$ cat src/rtl/vga_pixel_counter.sv
// vga_pixel_counter: pixel-rate enable plus free-running h/v raster counters
// that feed the VGA sync decoder, with single-cycle line, frame and
// vertical-blanking-start strobes for per-frame game logic updates.
// Optional build macro VGA_FRAME_COUNT_EN adds a 16-bit frame counter;
// without it frame_count is tied to zero and the port stays in place.
module vga_pixel_counter #(
    parameter int unsigned CLK_DIV = 4,    // system clocks per pixel, 1..16
    parameter int unsigned H_TOTAL = 800,  // pixels per line incl. blanking
    parameter int unsigned V_TOTAL = 525,  // lines per frame incl. blanking
    parameter int unsigned HD      = 640,  // visible pixels per line
    parameter int unsigned VD      = 480   // visible lines per frame
) (
    input  logic        clk,
    input  logic        reset,
    input  logic        enable,
    input  logic        soft_clear,
    output logic        pixel_tick,
    output logic [9:0]  h_count,
    output logic [9:0]  v_count,
    output logic        line_end,
    output logic        frame_end,
    output logic        frame_tick,
    output logic [15:0] frame_count
);

    // Divider width: at least one bit so CLK_DIV=1 still elaborates cleanly.
    localparam int unsigned   DW       = (CLK_DIV > 1) ? $clog2(CLK_DIV) : 1;
    localparam logic [DW-1:0] DIV_LAST = DW'(CLK_DIV - 1);
    localparam logic [9:0]    H_LAST   = 10'(H_TOTAL - 1);
    localparam logic [9:0]    V_LAST   = 10'(V_TOTAL - 1);
    localparam logic [9:0]    HD_LAST  = 10'(HD - 1);
    localparam logic [9:0]    VD_LAST  = 10'(VD - 1);

    logic [DW-1:0] div_cnt;
    logic          div_wrap;
    logic          h_last;
    logic          v_last;

    // Divider terminal count; only meaningful while running.
    always_comb begin
        div_wrap = enable && (div_cnt == DIV_LAST);
    end

    // Clock divider and registered pixel tick; soft_clear outranks enable.
    always_ff @(posedge clk or posedge reset) begin
        if (reset) begin
            div_cnt    <= '0;
            pixel_tick <= 1'b0;
        end else if (soft_clear) begin
            div_cnt    <= '0;
            pixel_tick <= 1'b0;
        end else if (enable) begin
            pixel_tick <= div_wrap;
            div_cnt    <= div_wrap ? '0 : div_cnt + DW'(1);
        end else begin
            pixel_tick <= 1'b0;
        end
    end

    // End-of-line / end-of-frame position decodes.
    always_comb begin
        h_last = (h_count == H_LAST);
        v_last = (v_count == V_LAST);
    end

    // Raster counters step once per pixel tick.
    // A tick already on the output when enable drops is still consumed here:
    // its strobes were already visible, and the held divider then resumes on
    // the following pixel, so no pixel is repeated or lost across a stall.
    always_ff @(posedge clk or posedge reset) begin
        if (reset) begin
            h_count <= '0;
            v_count <= '0;
        end else if (soft_clear) begin
            h_count <= '0;
            v_count <= '0;
        end else if (pixel_tick) begin
            if (h_last) begin
                h_count <= '0;
                v_count <= v_last ? '0 : v_count + 10'd1;
            end else begin
                h_count <= h_count + 10'd1;
            end
        end
    end

    // Strobes decoded from registered state, qualified by the pixel tick.
    always_comb begin
        line_end   = pixel_tick && h_last;
        frame_end  = line_end && v_last;
        frame_tick = pixel_tick && (h_count == HD_LAST) && (v_count == VD_LAST);
    end

`ifdef VGA_FRAME_COUNT_EN
    // Frame counter advances on each completed frame, wrapping at 16 bits.
    always_ff @(posedge clk or posedge reset) begin
        if (reset) begin
            frame_count <= '0;
        end else if (frame_end && !soft_clear) begin
            frame_count <= frame_count + 16'd1;
        end
    end
`else
    assign frame_count = '0;
`endif

endmodule

$ cat config.mk
export PLATFORM = sky130hd
export DESIGN_NAME = vga_pixel_counter
export DESIGN_NICKNAME = d
export VERILOG_FILES = /design/src/rtl/vga_pixel_counter.sv
export SDC_FILE = /design/constraint.sdc
export NUM_CORES = 1
export LEC_CHECK = 0
export CAP_MARGIN = 20
export CORE_UTILIZATION = 50
export DETAILED_ROUTE_END_ITERATION = 10
export GPL_ROUTABILITY_DRIVEN = 0
export HOLD_SLACK_MARGIN = 0.02
export PLACE_DENSITY_LB_ADDON = 0.12
export REMOVE_ABC_BUFFERS = 1
export SETUP_SLACK_MARGIN = 0.2
export SLEW_MARGIN = 20
export SYNTH_ARGS = -nofsm -noshare
export SYNTH_HDL_FRONTEND = slang
export SYNTH_SLANG_ARGS = --single-unit
$ cat constraint.sdc
create_clock -name clk -period 3.75 [get_ports clk]
set_clock_uncertainty 0.1 [all_clocks]
set_input_delay 0.375 -clock clk [delete_from_list [all_inputs] [get_ports clk]]
set_output_delay 0.375 -clock clk [all_outputs]
set_load 0.005 [all_outputs]
==> reports/results.txt <==
At the worst endpoint, the arrival time is 2.15 ns. The logs give 0 for the remaining number of nets flagged by the antenna check after routing and 0 for the antenna diode count. For the number of library cell types mapped by synthesis, the log shows 44. Derived from the worst setup path, the maximum achievable clock frequency is 380 MHz. The tools report the fraction of power consumed by the clock network as 0.287. The worst relative slew slack was 0.418; the final cycle utilization of the critical path was 0.701.

The tools report the worst-skew pair later-pin latency as 0.31 ns. In this run, synthesis produced a sequential element count of 23. The average detailed-routed wire length per instance came out at 14.4 µm. The tools report the maximum vdd drop as 0.217 mV. The portion of total power attributed to combinational logic was 0.069; the share of flip-flops with an asynchronous set or reset after synthesis was 1.00. The relative area change from synthesis to final layout is 17.2%. For this run, the slowest stage of the critical path takes 0.51 ns. The final wirelength was 2960 µm. The share of layout cells above drive strength 1 was 0.0800. The count of yosys warnings during synthesis is 0, and the number of placement rows is 19. The sort of element at the end of the critical path was a primary output.

On the final layout, the worst hold slack is 0.431 ns. Dividing the synthesized area by the synthesized cell count gives 9.57 µm². STA classifies the critical path startpoint as a flop. The min-delay analysis places its worst path in the category in -> async. For the worst setup path, the data required time is 3.27 ns. The tools report the overall fraction of global-route tracks in use as 0.207. The cell count after synthesis came out at 150. The signal on the critical path passes through ha_1 > and2_1 > nand4_4 > nor2_1 > clkdlybuf4s50_1. The wire length of the first global-routing pass is 5090 µm. The vias after detailed routing is 1,212, and the sequential cell fraction of total power is 0.645.

The total number of clock tree sinks was 23; the count of endpoints failing hold in the final timing report was 0. The die covers 3090 µm². The internal power of the cells totals 0.298 mW. The cell sitting at the root of the clock tree is a clkbuf_4. Post-CTS timing repair inserted 0 buffers for setup. Summed over all nets, the switching power comes to 0.0923 mW. The power per unit of standard cell area is 232 nW/µm². For this run, design rule violations remaining after detail routing come to 0.

Number of setup violations in the final report: 0. The static leakage is 0.709 nW. The critical path starts at h_count[0]. The run gives 0 as the number of cells upsized or downsized after cts. The tools report the CTS H-tree depth as 1. Setup repair after global routing left no endpoint under its margin. The source of the worst register-to-register timing path was v_count[0]. Using the TritonRoute via totals, the vias-per-cell ratio works out to 5.88. In the final design database the tool counted 184 nets. The most common cell after layout, fill and taps aside was clkdlybuf4s50_1. Counting tap cells, the placed design contains a total of 202 instances.

The clock transition time at the flip-flop clock pins of the worst setup and hold paths came out at 0.13 ns. The logs give 2730 µm² for the core area and 0 for the number of buffers inserted by hold repair at cts. The HPWL after detailed placement came out at 2220 µm. The post-layout utilization of the core came out at 0.615.

The cell area that synthesis handed to floorplanning was 1440 µm². The tools report the total clock buffers created by CTS as 3. The portion of the post-synthesis area used by sequential elements is 0.401, and the horizontal extent of the die is 55.6 µm. In this run the deepest clock path goes through 2 buffers.

TritonCTS built the clock tree. Category of the most critical setup path: reg -> out. The run finished with clean final reports. The tools report the post-route setup TNS as 0 ns.

The dominant register cell in the synthesized netlist was dfrtp_1. The logs give 1,093 for the number of global-route vias before repair and 0.525 for the starting density of the core. The first detailed-routing pass took 4 iterations.

Along the worst path, the maximum fanout reaches 10. Initial antenna violation count: 0. The worst path needs 2.63 ns of the cycle, external delays included.

The library cells used most frequently in the layout, excluding fill and tap cells, are 27 x clkdlybuf4s50_1, 23 x dfrtp_1, 16 x conb_1. Measured along the y axis, the die boundary spans 55.6 µm. The pin count of the biggest net entering global routing was 24; the total of buffers placed on input and output ports was 27. The number of standard cells in the final layout excluding fillers came out at 206.

The slowest cell on the critical path is clkdlybuf4s50_1. For the count of pins over their slew limit, the log shows 0. The run gives 0 as the final global-route overflow total. The switching portion of total power is 0.237. The detailed router finished its first iteration with 50 violations.

The count of maximum capacitance violations was 0; the actual slew at the worst max-slew pin was 0.872 ns. The number of ports placed on the die boundary was 44. In this run, synthesis inferred 0 flip-flops with an integrated enable.
## layer usage
metal / part of all wire / routed length [µm] / global-route usage / vias to the layer above
met4: 0.0071 / 21 / 0.0643 / 0
li1: - / - / - / 564
met1: 0.43 / 1280 / 0.285 / 586
met3: 0.060 / 177 / 0.0209 / 4
met5: 0 / 0 / 0 / -
met2: 0.50 / 1480 / 0.344 / 58
## final timing paths
kind | to | slack (ns) | cells after the start
worst min-delay path | div_cnt[1] | 0.43 | 2
max in group asynchronous | v_count[0] | 2.58 | 2
min in group clk | div_cnt[1] | 0.45 | 2
worst max-delay path | frame_end | 1.12 | 5
worst min register to register | div_cnt[1] | 0.45 | 2
worst max register to register | v_count[8] | 1.85 | 6
## cell type report
class                           count  area [µm²]
Sequential cell                    23         576
Tap cell                           31        38.8
Fill cell                         233        1050
Clock inverter                      1        5.00
Multi-Input combinational cell    116         746
Inverter                            5        23.8
Timing Repair Buffer               27         270
Clock buffer                        3        22.5
## power by group through the flow
stage	sequential, mW	combinational [mW]	clock [mW]
floorplan	0.256	0.0170	0
global placement	0.256	0.0263	0
detailed placement	0.256	0.0271	0
CTS	0.252	0.0271	0.119
global route	0.252	0.0305	0.126
finish	0.252	0.0268	0.112
## synth_stat cells, types with 4 or more instances
cell type / count / share of area
a21oi_1: 4 / 0.014
buf_4: 17 / 0.089
dfrtp_1: 23 / 0.40
ha_1: 4 / 0.035
inv_1: 4 / 0.010
nand2_1: 10 / 0.026
nand3_1: 8 / 0.028
nand4_1: 4 / 0.017
nor2_1: 12 / 0.031
nor3_1: 4 / 0.014
o211ai_1: 4 / 0.021
o21ai_0: 5 / 0.017
o31ai_1: 4 / 0.021
xnor2_1: 4 / 0.024
## state kept, by name, summed over array words and instances, names as in the netlist
name and cells:
div_cnt 2, v_count 10, h_count 10, pixel_tick 1
## through the flow
step | area (µm²) | worst slack [ns] | power, mW
finish | 1680 | 1.12 | 0.390
global route | 1680 | 0.943 | 0.409
CTS | 1680 | 1.09 | 0.398
detailed placement | 1650 | 1.46 | 0.284
global placement | 1650 | 1.50 | 0.282
floorplan | 1350 | 2.05 | 0.273
## worst max-delay path, delay by kind of cell, from the launching register on
kind | cells | cell delay, ns
adders and majority gates | 1 | 0.22
buffers and inverters | 1 | 0.51
DFF | 1 | 0.44
and+or+nand+nor | 3 | 0.67
## cell families (layout without fill, tap and decap cells)
logic type,Yosys count,after routing,share of synthesized area
DFF,23,23,0.401
and+or+nand+nor,60,60,0.248
other,1,16,0.00261
buffers and inverters,26,36,0.119
xor gates and xnor gates,6,6,0.0366
AOI/OAI and AO/OA,28,28,0.145
muxes,2,2,0.0139
adders and majority gates,4,4,0.0349
No activity file was read; power rests on OpenSTA's default activity.
